## src/rtl/ysyx_24100005_ifu_if.sv

```systemverilog
// Fetch-unit bus bundle: memory request/response channel plus the datapath instruction/next-PC channel.
interface ysyx_24100005_ifu_if;
  localparam int unsigned XLEN = 32;

  logic            mem_req_valid;
  logic            mem_req_ready;
  logic [XLEN-1:0] mem_req_addr;
  logic            mem_rsp_valid;
  logic            mem_rsp_ready;
  logic [XLEN-1:0] mem_rsp_data;
  logic            mem_rsp_err;
  logic            inst_valid;
  logic            inst_ready;
  logic [XLEN-1:0] inst;
  logic [XLEN-1:0] inst_pc;
  logic            inst_fault;
  logic            npc_valid;
  logic [XLEN-1:0] npc;
  logic [XLEN-1:0] pc;

  // IFU side
  modport master (
    output mem_req_valid, mem_req_addr, mem_rsp_ready,
    output inst_valid, inst, inst_pc, inst_fault, pc,
    input  mem_req_ready, mem_rsp_valid, mem_rsp_data, mem_rsp_err,
    input  inst_ready, npc_valid, npc
  );

  // Memory + datapath side
  modport slave (
    input  mem_req_valid, mem_req_addr, mem_rsp_ready,
    input  inst_valid, inst, inst_pc, inst_fault, pc,
    output mem_req_ready, mem_rsp_valid, mem_rsp_data, mem_rsp_err,
    output inst_ready, npc_valid, npc
  );
endinterface

```

## src/rtl/ysyx_24100005_ifu.sv

```systemverilog
// Instruction fetch unit: holds the PC, issues one fetch at a time and hands the word
// to the datapath, then waits for the resolved next PC before fetching again.
module ysyx_24100005_ifu #(
  parameter logic [31:0] RESET_PC = 32'h8000_0000,
  parameter logic [31:0] ERR_INST = 32'h0000_0000
) (
  input  logic                   clk,
  input  logic                   rst,
  ysyx_24100005_ifu_if.master    bus
);
  localparam int unsigned XLEN = 32;

  typedef enum logic [1:0] {
    S_REQ     = 2'd0,
    S_WAIT    = 2'd1,
    S_DELIVER = 2'd2,
    S_EXEC    = 2'd3
  } state_e;

  state_e          state_q;
  logic [XLEN-1:0] pc_q;
  logic [XLEN-1:0] inst_q;
  logic [XLEN-1:0] inst_pc_q;
  logic            fault_q;

  always_ff @(posedge clk or negedge rst) begin
    if (!rst) begin
      state_q   <= S_REQ;
      pc_q      <= RESET_PC;
      inst_q    <= '0;
      inst_pc_q <= '0;
      fault_q   <= 1'b0;
    end else begin
      unique case (state_q)
        S_REQ: begin
          if (bus.mem_req_ready) state_q <= S_WAIT;
        end
        S_WAIT: begin
          if (bus.mem_rsp_valid) begin
            inst_q    <= bus.mem_rsp_err ? ERR_INST : bus.mem_rsp_data;
            fault_q   <= bus.mem_rsp_err;
            inst_pc_q <= pc_q;
            state_q   <= S_DELIVER;
          end
        end
        S_DELIVER: begin
          if (bus.inst_ready) state_q <= S_EXEC;
        end
        S_EXEC: begin
          if (bus.npc_valid) begin
            pc_q <= bus.npc;
            // Misaligned target faults locally without touching memory
            if (bus.npc[1:0] != 2'b00) begin
              inst_q    <= ERR_INST;
              fault_q   <= 1'b1;
              inst_pc_q <= bus.npc;
              state_q   <= S_DELIVER;
            end else begin
              state_q   <= S_REQ;
            end
          end
        end
        default: state_q <= S_REQ;
      endcase
    end
  end

  // Handshake strobes decode from state; gated so nothing is offered while reset is held
  assign bus.mem_req_valid = rst && (state_q == S_REQ);
  assign bus.mem_rsp_ready = rst && (state_q == S_WAIT);
  assign bus.inst_valid    = rst && (state_q == S_DELIVER);

  assign bus.mem_req_addr  = pc_q;
  assign bus.pc            = pc_q;
  assign bus.inst          = inst_q;
  assign bus.inst_pc       = inst_pc_q;
  assign bus.inst_fault    = fault_q;
endmodule

```

## src/flat_wrapper.sv

```systemverilog
// flat-port wrapper written by rule: the top's interface ports become plain ports
module ysyx_24100005_ifu_flat 
#(
  parameter logic [31:0] RESET_PC = 32'h8000_0000,
  parameter logic [31:0] ERR_INST = 32'h0000_0000
)
  (clk, rst, bus_mem_req_valid, bus_mem_req_addr, bus_mem_rsp_ready, bus_inst_valid, bus_inst, bus_inst_pc, bus_inst_fault, bus_pc, bus_mem_req_ready, bus_mem_rsp_valid, bus_mem_rsp_data, bus_mem_rsp_err, bus_inst_ready, bus_npc_valid, bus_npc);
  ysyx_24100005_ifu_if bus_i ();
  input  logic clk;
  input  logic rst;
  output wire logic [$bits(bus_i.mem_req_valid)-1:0] bus_mem_req_valid;
  output wire logic [$bits(bus_i.mem_req_addr)-1:0] bus_mem_req_addr;
  output wire logic [$bits(bus_i.mem_rsp_ready)-1:0] bus_mem_rsp_ready;
  output wire logic [$bits(bus_i.inst_valid)-1:0] bus_inst_valid;
  output wire logic [$bits(bus_i.inst)-1:0] bus_inst;
  output wire logic [$bits(bus_i.inst_pc)-1:0] bus_inst_pc;
  output wire logic [$bits(bus_i.inst_fault)-1:0] bus_inst_fault;
  output wire logic [$bits(bus_i.pc)-1:0] bus_pc;
  input wire logic [$bits(bus_i.mem_req_ready)-1:0] bus_mem_req_ready;
  input wire logic [$bits(bus_i.mem_rsp_valid)-1:0] bus_mem_rsp_valid;
  input wire logic [$bits(bus_i.mem_rsp_data)-1:0] bus_mem_rsp_data;
  input wire logic [$bits(bus_i.mem_rsp_err)-1:0] bus_mem_rsp_err;
  input wire logic [$bits(bus_i.inst_ready)-1:0] bus_inst_ready;
  input wire logic [$bits(bus_i.npc_valid)-1:0] bus_npc_valid;
  input wire logic [$bits(bus_i.npc)-1:0] bus_npc;
  assign bus_mem_req_valid = bus_i.mem_req_valid;
  assign bus_mem_req_addr = bus_i.mem_req_addr;
  assign bus_mem_rsp_ready = bus_i.mem_rsp_ready;
  assign bus_inst_valid = bus_i.inst_valid;
  assign bus_inst = bus_i.inst;
  assign bus_inst_pc = bus_i.inst_pc;
  assign bus_inst_fault = bus_i.inst_fault;
  assign bus_pc = bus_i.pc;
  assign bus_i.mem_req_ready = bus_mem_req_ready;
  assign bus_i.mem_rsp_valid = bus_mem_rsp_valid;
  assign bus_i.mem_rsp_data = bus_mem_rsp_data;
  assign bus_i.mem_rsp_err = bus_mem_rsp_err;
  assign bus_i.inst_ready = bus_inst_ready;
  assign bus_i.npc_valid = bus_npc_valid;
  assign bus_i.npc = bus_npc;
  ysyx_24100005_ifu #(.RESET_PC(RESET_PC), .ERR_INST(ERR_INST)) u_core (.clk(clk), .rst(rst), .bus(bus_i));
endmodule
```

## config.mk

```make
export PLATFORM = sky130hd
export DESIGN_NAME = ysyx_24100005_ifu_flat
export DESIGN_NICKNAME = d
export VERILOG_FILES = /design/src/rtl/ysyx_24100005_ifu_if.sv /design/src/rtl/ysyx_24100005_ifu.sv /design/src/flat_wrapper.sv
export SDC_FILE = /design/constraint.sdc
export NUM_CORES = 1
export LEC_CHECK = 0
export BUFFER_PORTS_ARGS = -buffer_cell sky130_fd_sc_hd__buf_2
export CORE_AREA = 2 2 95 97
export DETAILED_ROUTE_END_ITERATION = 8
export DIE_AREA = 0 0 97 99
export PLACE_DENSITY_LB_ADDON = 0.12
export SYNTH_ARGS = -nofsm -noshare
export SYNTH_HDL_FRONTEND = slang
export SYNTH_SLANG_ARGS = --single-unit
```

## constraint.sdc

```tcl
create_clock -name clk -period 3 [get_ports clk]
set_input_delay 0.45 -clock clk [delete_from_list [all_inputs] [get_ports clk]]
set_output_delay 0.45 -clock clk [all_outputs]
set_load 0.02 [all_outputs]
```

==> results_dict.tcl, run 1 <==
set metrics [dict create \
    status "finished clean" \
    antenna_found_initial 0 \
    path_clk_slew_ns 0.10 \
    crit_start "u_core.state_q[0]" \
    drt_drc_violations_left 0 \
    num_vias 3183 \
    finalMaxSlewViolations 0 \
    finalCritPeriodShare 0.646 \
    cap_violations 0 \
    critPathRequiredTime_ns 3.23 \
    cp_slowest_cell "dfrtp_1" \
    dr.pass1.iters 4 \
    hold_viol_final 0 \
    ir_drop_mv 0.668 \
    postCtsSetupBuffers 0 \
    avgSynthCellArea_um2 12.2 \
    ctsHtreeMaxLevel 3 \
    min_path_type "primary input to asynchronous set/reset pin" \
    clk_latency_ns 0.36 \
    register_area_mm2 0.00248 \
    die_x_um 97 \
    cts_buffers 9 \
    drive_gt1_frac 0.507 \
    synthFlopType "dfrtp_1" \
    synth_area_mm2 0.00414 \
    synth_commonest_cells "dfrtp_1 (98), buf_4 (38), inv_1 (35), a21oi_1 (32), a22o_1 (32)" \
    holdWs_ns 0.0235 \
    synth_cell_types 29 \
    pwr_density_cell_mw_per_mm2 1290 \
    worstPathMaxFanout 17 \
    synthArstFlopShare 1.00 \
    tightestPinTransition_ns 0.861 \
    io_pins 203 \
    cts_root_buf "clkbuf_8" \
    synth_top_area_cell "dfrtp_1" \
    cts_sinks 99 \
    synth_warnings 0 \
    clock_path_buffers 2 \
    start_util 0.484 \
    gp_congestion 0.760 \
    die-height_um 99 \
    r2r_start "u_core.state_q[0]" \
    postCtsHoldBufs 0 \
    ys_ff_latch 99 \
    grt_max_degree 70 \
    core-area_mm2 0.00855 \
    critPathKind "register to register" \
    fin_setup_tns_ns 0 \
    fmax_mhz 516 \
    grt-ovfl-total 0 \
    synth_cells 339 \
    finClkSkew_ns 0.0108 \
    area_delta_synth_final_pct 26.5 \
    numPortBuffers 202 \
    fin_crit_ns 1.94 \
    slowest_delay_ns 0.68 \
    synthTopCellsByArea "dfrtp_1 (59%), mux2_2 (7.9%), buf_4 (6.9%), a22o_1 (6.8%), o22ai_1 (4.5%)" \
    insertedDiodeCount 0 \
    avgViaCountPerCell 5.16 \
    design_area_mm2 0.00524 \
    dp_hpwl_um 6630 \
    ant_nets 0 \
    synth_edf_count 0 \
    placed_cells 601 \
    first_global_vias 3099 \
    finalSetupViolCount 0 \
    place_area_mm2 0.00499 \
    grt_pass1_wl_um 15500 \
    dieArea_mm2 0.00960 \
    multi_input_comb_area_mm2 0.00119 \
    wire_per_inst_um 15.8 \
    syn_nets 410 \
    cp.arrival_ns 2.17 \
    relSlewSlack 0.426 \
    fill_cells 760 \
    drtIter0Drc 109 \
    yosys.area.top_type_share 0.592 \
    nNetsFinal 575 \
    end_kind "register" \
    rows 34 \
    leakage_uw 0.00281 \
    rsz0062_at_grt "false" \
    crit_path_start_kind "register" \
    cts_repair_resize_count 0 \
    yosysMostFrequentCell "dfrtp_1" \
    cts_tree "done" \
    grt.total_usage 0.203 \
    crit_chain "o2111ai_2, buf_4, o22ai_1, a21oi_1" \
    stdcell_count 617 \
    ys_seq_area_frac 0.598 \
    routed_wirelength_um 9750 \
]
==> layout make-up <==
type	count	area share
sequential	99	0.473
multi-input combinational	152	0.228
timing repair buffer	207	0.201
tap	108	0.0258
inverter	35	0.0251
clock buffer	9	0.0236
clock inverter	7	0.0236
==> metal layers <==
layer,GRT usage,share of wire,up-vias
met5,0,0,-
met4,0.0531,0.011,0
met3,0.0638,0.071,10
met2,0.346,0.50,121
met1,0.254,0.42,1557
li1,-,-,1495
==> worst max-delay path, delay by kind of cell, from the launching register on <==
family,cells,cell delay [ns]
compound gates,3,0.76
buf+inv,1,0.37
flops,1,0.68
==> final timing paths <==
kind	slack [ns]	cells after the start	endpoint
max in group asynchronous	1.74	2	u_core.bus.inst[28]
hold reg to reg	0.51	1	u_core.bus.inst[28]
hold / removal	0.02	1	u_core.bus.mem_req_addr[18]
min in group clk	0.31	2	u_core.bus.inst[11]
setup reg to reg	1.06	4	u_core.bus.inst_pc[12]
setup / recovery	1.06	4	u_core.bus.inst_pc[12]
==> layout by cell type (no fill, tap or decap), types with 3 or more instances in the layout <==
cell type  instances
clkbuf_8           9
bufinv_16          3
a21oi_1           32
mux2_2            29
inv_1             35
a22o_1            32
buf_2            201
nand2_1            5
buf_4              6
o21ai_0            5
o22ai_1           30
dfrtp_1           98
==> per-stage QoR <==
stage	power, uW	worst slack [ns]	utilization
2_1_floorplan	4920	1.40	-
3_3_place_gp	5760	1.12	0.584
3_5_place_dp	5820	1.08	0.584
4_1_cts	6860	1.06	0.613
5_1_grt	7200	0.862	0.613
6_report	6780	1.06	0.613
==> report_power, final <==
group	internal (uW)	switching [uW]	leakage [uW]	total, uW
logic	1230	2020	0.00148	3250
registers	2010	495	0.00121	2500
clock network	561	461	0.000120	1020
total	3800	2980	0.00281	6780
==> sequential cells by signal, summed over array words and instances (netlist names) <==
| signal | count |
|---|---|
| u_core.bus.inst_pc | 32 |
| u_core.bus.inst | 32 |
| u_core.bus.inst_fault | 1 |
| u_core.state_q | 2 |
| u_core.bus.mem_req_addr | 32 |
==> cells by family after synthesis <==
group,after synthesis,share of synthesized area
compound gates,109,0.179
buf+inv,88,0.118
mux,30,0.0816
flops,99,0.598
simple gates,13,0.0224
No activity file was read; power rests on OpenSTA's default activity.
==> inputs of run 2 (changes only) <==
CORE_AREA = 2 2 98 100   (was 2 2 95 97)
DIE_AREA = 0 0 100 102   (was 0 0 97 99)
clock period = 1.8 ns   (was 3 ns; I/O delays follow)
==> results_dict.tcl, run 2 (synthesis gave the netlist of run 1 again) <==
set metrics [dict create \
    grt.total_usage 0.190 \
    antenna_found_initial 0 \
    nNetsFinal 584 \
    relSlewSlack 0.474 \
    crit_path_start_kind "register" \
    clock_path_buffers 2 \
    io_pins 203 \
    numPortBuffers 202 \
    cap_violations 0 \
    dieArea_mm2 0.0102 \
    place_area_mm2 0.00508 \
    end_kind "output port" \
    routed_wirelength_um 9930 \
    fin_ws_ns 0.133 \
    finalMaxSlewViolations 0 \
    insertedDiodeCount 0 \
    finClkSkew_ns 0.0156 \
    dp_slack_ns 0.285 \
    fin_setup_tns_ns 0 \
    num_vias 3215 \
    min_path_type "primary input to register" \
    layout_common_cells "buf_2 (201), dfrtp_1 (96), inv_1 (35)" \
    pwr_density_cell_mw_per_mm2 2100 \
    grt_max_degree 83 \
    cts_root_buf "clkbuf_8" \
    core-area_mm2 0.00911 \
    ctsHtreeMaxLevel 3 \
    postCtsSetupBuffers 0 \
    avgViaCountPerCell 5.11 \
    drive_gt1_frac 0.515 \
    ant_nets 0 \
    gp_congestion 0.753 \
    fin_crit_ns 1.67 \
    rsz0062_at_grt "false" \
    grt-ovfl-total 0 \
    path_clk_slew_ns 0.11 \
    finalCritPeriodShare 0.926 \
    area_delta_synth_final_pct 28.4 \
    tightestPinTransition_ns 0.789 \
    start_util 0.455 \
    cts_buffers 9 \
    worstPathMaxFanout 9 \
    die_x_um 100 \
    cts_tree "done" \
    die-height_um 102 \
    dr.pass1.iters 5 \
    clk_latency_ns 0.35 \
    dp_hpwl_um 6820 \
    status "finished clean" \
    finalSetupViolCount 0 \
    cp.arrival_ns 1.40 \
    wire_per_inst_um 15.8 \
    drtIter0Drc 90 \
    rows 35 \
    critPathKind "register to output port" \
    fmax_mhz 600 \
    drt_drc_violations_left 0 \
    leakage_uw 0.00285 \
    hold_viol_final 0 \
    critPathRequiredTime_ns 1.53 \
    cts_sinks 99 \
    ir_drop_mv 0.974 \
    first_global_vias 3026 \
    grt_pass1_wl_um 15200 \
    design_area_mm2 0.00532 \
    layout_commonest_cell "buf_2" \
]
-- run 2: critical path, stage by stage, from the launching register on --
cell     delay [ns]
dfrtp_2        0.48
buf_4          0.19
nor3b_1        0.18
buf_2          0.21
-- run 2: timing repair --
item,4_1_cts,5_1_grt
endpoints found under the setup margin,0,19
hold buffers,2,0
resized for setup,0,3
endpoints found under the hold margin,17,0
-- run 2: layout make-up --
| cell class | count | area (um2) |
|---|---|---|
| timing repair buffer | 216 | 1160 |
| fill | 812 | 3790 |
| clock inverter | 6 | 71.3 |
| clock buffer | 10 | 138 |
| tap | 111 | 139 |
| inverter | 35 | 131 |
| multi-input combinational | 152 | 1190 |
| sequential | 99 | 2480 |
-- run 2: final timing paths --
check                                      from               endpoint  slack (ns)  depth (start not counted)
min                        bus_mem_rsp_data[11]    u_core.bus.inst[11]        0.12                          2
max in group asynchronous                   rst     u_core.bus.inst[1]        0.48                          3
max                           u_core.state_q[1]      bus_mem_req_valid        0.13                          3
max reg2reg                   u_core.state_q[1]     u_core.bus.inst[6]        0.40                          4
min reg2reg                 u_core.bus.inst[27]    u_core.bus.inst[27]        0.51                          1
min in group asynchronous                   rst  u_core.bus.inst_fault        0.59                          3
-- run 2: power by group --
part           total, uW  switching (uW)  internal [uW]
Combinational       5580            3430           2150
Sequential          4130             781           3350
Clock               1480             779            696
Total              11200            4990           6190
-- run 2: metrics by stage --
step | cells | total power [uW] | utilization | hold slack, ns
after floorplan | 339 | 8200 | - | -0.0256
after global placement | 611 | 9710 | 0.558 | 0.170
after detailed placement | 611 | 9810 | 0.558 | 0.177
after CTS | 629 | 11300 | 0.583 | 0.0982
after global routing | 629 | 11900 | 0.584 | 0.0971
final | 629 | 11200 | 0.584 | 0.122
-- run 2: routing by layer --
metal,vias to the layer above,part of all wire,track usage
li1,1509,-,-
met1,1574,0.43,0.257
met2,122,0.48,0.305
met3,10,0.069,0.0472
met4,0,0.014,0.0643
met5,-,0,0
==> inputs of run 3 (changes only) <==
ABC_AREA = 1   (was not set)
CORE_AREA = 2 2 104 106   (was 2 2 98 100)
DIE_AREA = 0 0 106 108   (was 0 0 100 102)
HOLD_SLACK_MARGIN = 0.05   (was not set)
==> results_dict.tcl, run 3 <==
set metrics [dict create \
    status "finished clean" \
    ys_ff_latch 99 \
    ant_nets 0 \
    finalSetupViolCount 0 \
    ys_seq_area_frac 0.510 \
    fmax_mhz 596 \
    antenna_found_initial 0 \
    relSlewSlack 0.564 \
    slowest_delay_ns 0.52 \
    cp_num_buf_inv 2 \
    pwr_density_cell_mw_per_mm2 2010 \
    grt_pass1_wl_um 19800 \
    synth_cell_types 20 \
    ir_drop_mv 0.835 \
    synth_warnings 0 \
    r2r_slack_ns 0.22 \
    r2r_start "u_core.state_q[1]" \
    min_path_type "primary input to asynchronous set/reset pin" \
    r2r-end "u_core.bus.mem_req_addr[17]" \
    cts_tree "done" \
    grt-ovfl-total 0 \
    synth_cells 623 \
    end_kind "output port" \
    hold_viol_final 0 \
    dr.pass1.iters 4 \
    cts_sinks 99 \
    leakage_uw 0.00350 \
    routed_wirelength_um 12100 \
    synthTopCellsByArea "dfrtp_1 (51%), nand2_1 (18%), nand3_1 (6.8%), o21ai_0 (6.4%), buf_4 (5.7%)" \
    rows 37 \
    synth_top_area_cell "dfrtp_1" \
    fin_crit_ns 1.68 \
    cp_top_family "flip-flops" \
    crit_chain "inv_2, nor3_1, buf_2" \
    avgSynthCellArea_um2 7.79 \
    finClkSkew_ns 0.00512 \
    postCtsSetupBuffers 0 \
    nNetsFinal 848 \
    cp.arrival_ns 1.41 \
    critPathKind "register to output port" \
    numPortBuffers 202 \
    dp_hpwl_um 8470 \
    core-area_mm2 0.0102 \
    cp_slowest_cell "dfrtp_1" \
    synth_commonest_cells "nand2_1 (232), dfrtp_1 (98), nand3_1 (66), o21ai_0 (62)" \
    finalMaxSlewViolations 0 \
    cts_buffers 9 \
    layout_common_cells "nand2_1 (231), buf_2 (201), dfrtp_1 (98)" \
    ctsHtreeMaxLevel 3 \
    layout_commonest_cell "nand2_1" \
    total_power_uw 11800 \
    cts_repair_resize_count 0 \
    fill_cells 1010 \
    crit_path_start_kind "register" \
    postCtsHoldBufs 0 \
    wire_per_inst_um 13.2 \
    grt_max_degree 53 \
    die_x_um 106 \
    area_delta_synth_final_pct 20.7 \
    gp_congestion 0.822 \
    clk_latency_ns 0.36 \
    drtIter0Drc 235 \
    clock_path_buffers 2 \
    reg2reg_depth 5 \
    synthArstFlopShare 1.00 \
    tightestPinTransition_ns 0.653 \
    worstPathMaxFanout 8 \
    fin_setup_tns_ns 0 \
    start_util 0.475 \
    die-height_um 108 \
    finalCritPeriodShare 0.932 \
    cts_root_buf "clkbuf_8" \
    drive_gt1_frac 0.312 \
    num_vias 4438 \
    synth_area_mm2 0.00486 \
    drt_drc_violations_left 0 \
    avgViaCountPerCell 4.83 \
    yosysMostFrequentCell "nand2_1" \
    grt.total_usage 0.218 \
    io_pins 203 \
    critPathRequiredTime_ns 1.53 \
    path_clk_slew_ns 0.09 \
    crit_cells 3 \
    yosys.area.top_type_share 0.505 \
    dieArea_mm2 0.0114 \
    synth_edf_count 0 \
    insertedDiodeCount 0 \
    cap_violations 0 \
    syn_nets 694 \
    first_global_vias 4169 \
    synthFlopType "dfrtp_1" \
    rsz0062_at_grt "false" \
]
-- run 3: cell types whose count changed after synthesis, moves of 30 or more --
cell	before	now
nor2_1	1	35
a21oi_1	32	2
nand2_1	5	232
nand3_1	0	66
o21ai_0	5	62
o22ai_1	30	0
a22o_1	32	0
-- run 3: cells by family (layout without fill, tap and decap cells) --
family | Yosys count | count (layout) | synth area share
AOI/OAI and AO/OA | 68 | 68 | 0.0709
buffers and inverters | 115 | 274 | 0.134
DFF | 99 | 99 | 0.510
and+or+nand+nor | 341 | 341 | 0.285
-- run 3: routing by layer --
metal / track usage / vias to the layer above / wire length [um]
li1: - / 2220 / -
met1: 0.293 / 2043 / 5380
met2: 0.354 / 156 / 5770
met3: 0.0338 / 19 / 712
met4: 0.0949 / 0 / 253
met5: 0 / - / 0
-- run 3: how the worst max path moves through the flow --
stage	from	to	slack, ns
global route	u_core.state_q[0]	bus_mem_rsp_ready	0.06
floorplan	u_core.state_q[1]	bus_mem_req_valid	0.52
CTS	u_core.state_q[0]	bus_mem_rsp_ready	0.11
detailed placement	u_core.state_q[1]	u_core.bus.mem_req_addr[17]	0.24
finish	u_core.state_q[0]	bus_mem_rsp_ready	0.12
global placement	u_core.state_q[1]	u_core.bus.inst[4]	0.36
-- run 3: layout make-up --
cell class | count | area, um2 | share of cell area
clock inverter | 7 | 43.8 | 0.00747
multi-input combinational | 409 | 1740 | 0.297
clock buffer | 9 | 124 | 0.0211
tap | 136 | 170 | 0.0290
timing repair buffer | 217 | 1150 | 0.196
inverter | 41 | 154 | 0.0263
sequential | 99 | 2480 | 0.423
-- run 3: worst register-to-register path: cells and delay by family, from the launching register on --
family	cells	cell delay [ns]
compound gates	1	0.25
buf+inv	2	0.45
flops	1	0.57
simple gates	2	0.21
-- run 3: metrics by stage --
| stage | util | hold slack (ns) | instances | instance area (um2) | setup slack [ns] |
|---|---|---|---|---|---|
| final | 0.573 | 0.0384 | 918 | 5860 | 0.122 |
| after global routing | 0.573 | 0.0888 | 918 | 5860 | 0.0573 |
| after CTS | 0.573 | 0.0514 | 918 | 5860 | 0.108 |
| after detailed placement | 0.556 | 0.454 | 902 | 5690 | 0.240 |
| after global placement | 0.556 | 0.449 | 902 | 5690 | 0.357 |
| after floorplan | - | -0.0256 | 623 | 4860 | 0.521 |
-- run 3: power breakdown --
group	leakage, uW	internal (uW)	switching [uW]
registers	0.00127	3280	754
logic	0.00215	2050	4400
clock network	0.0000852	498	788
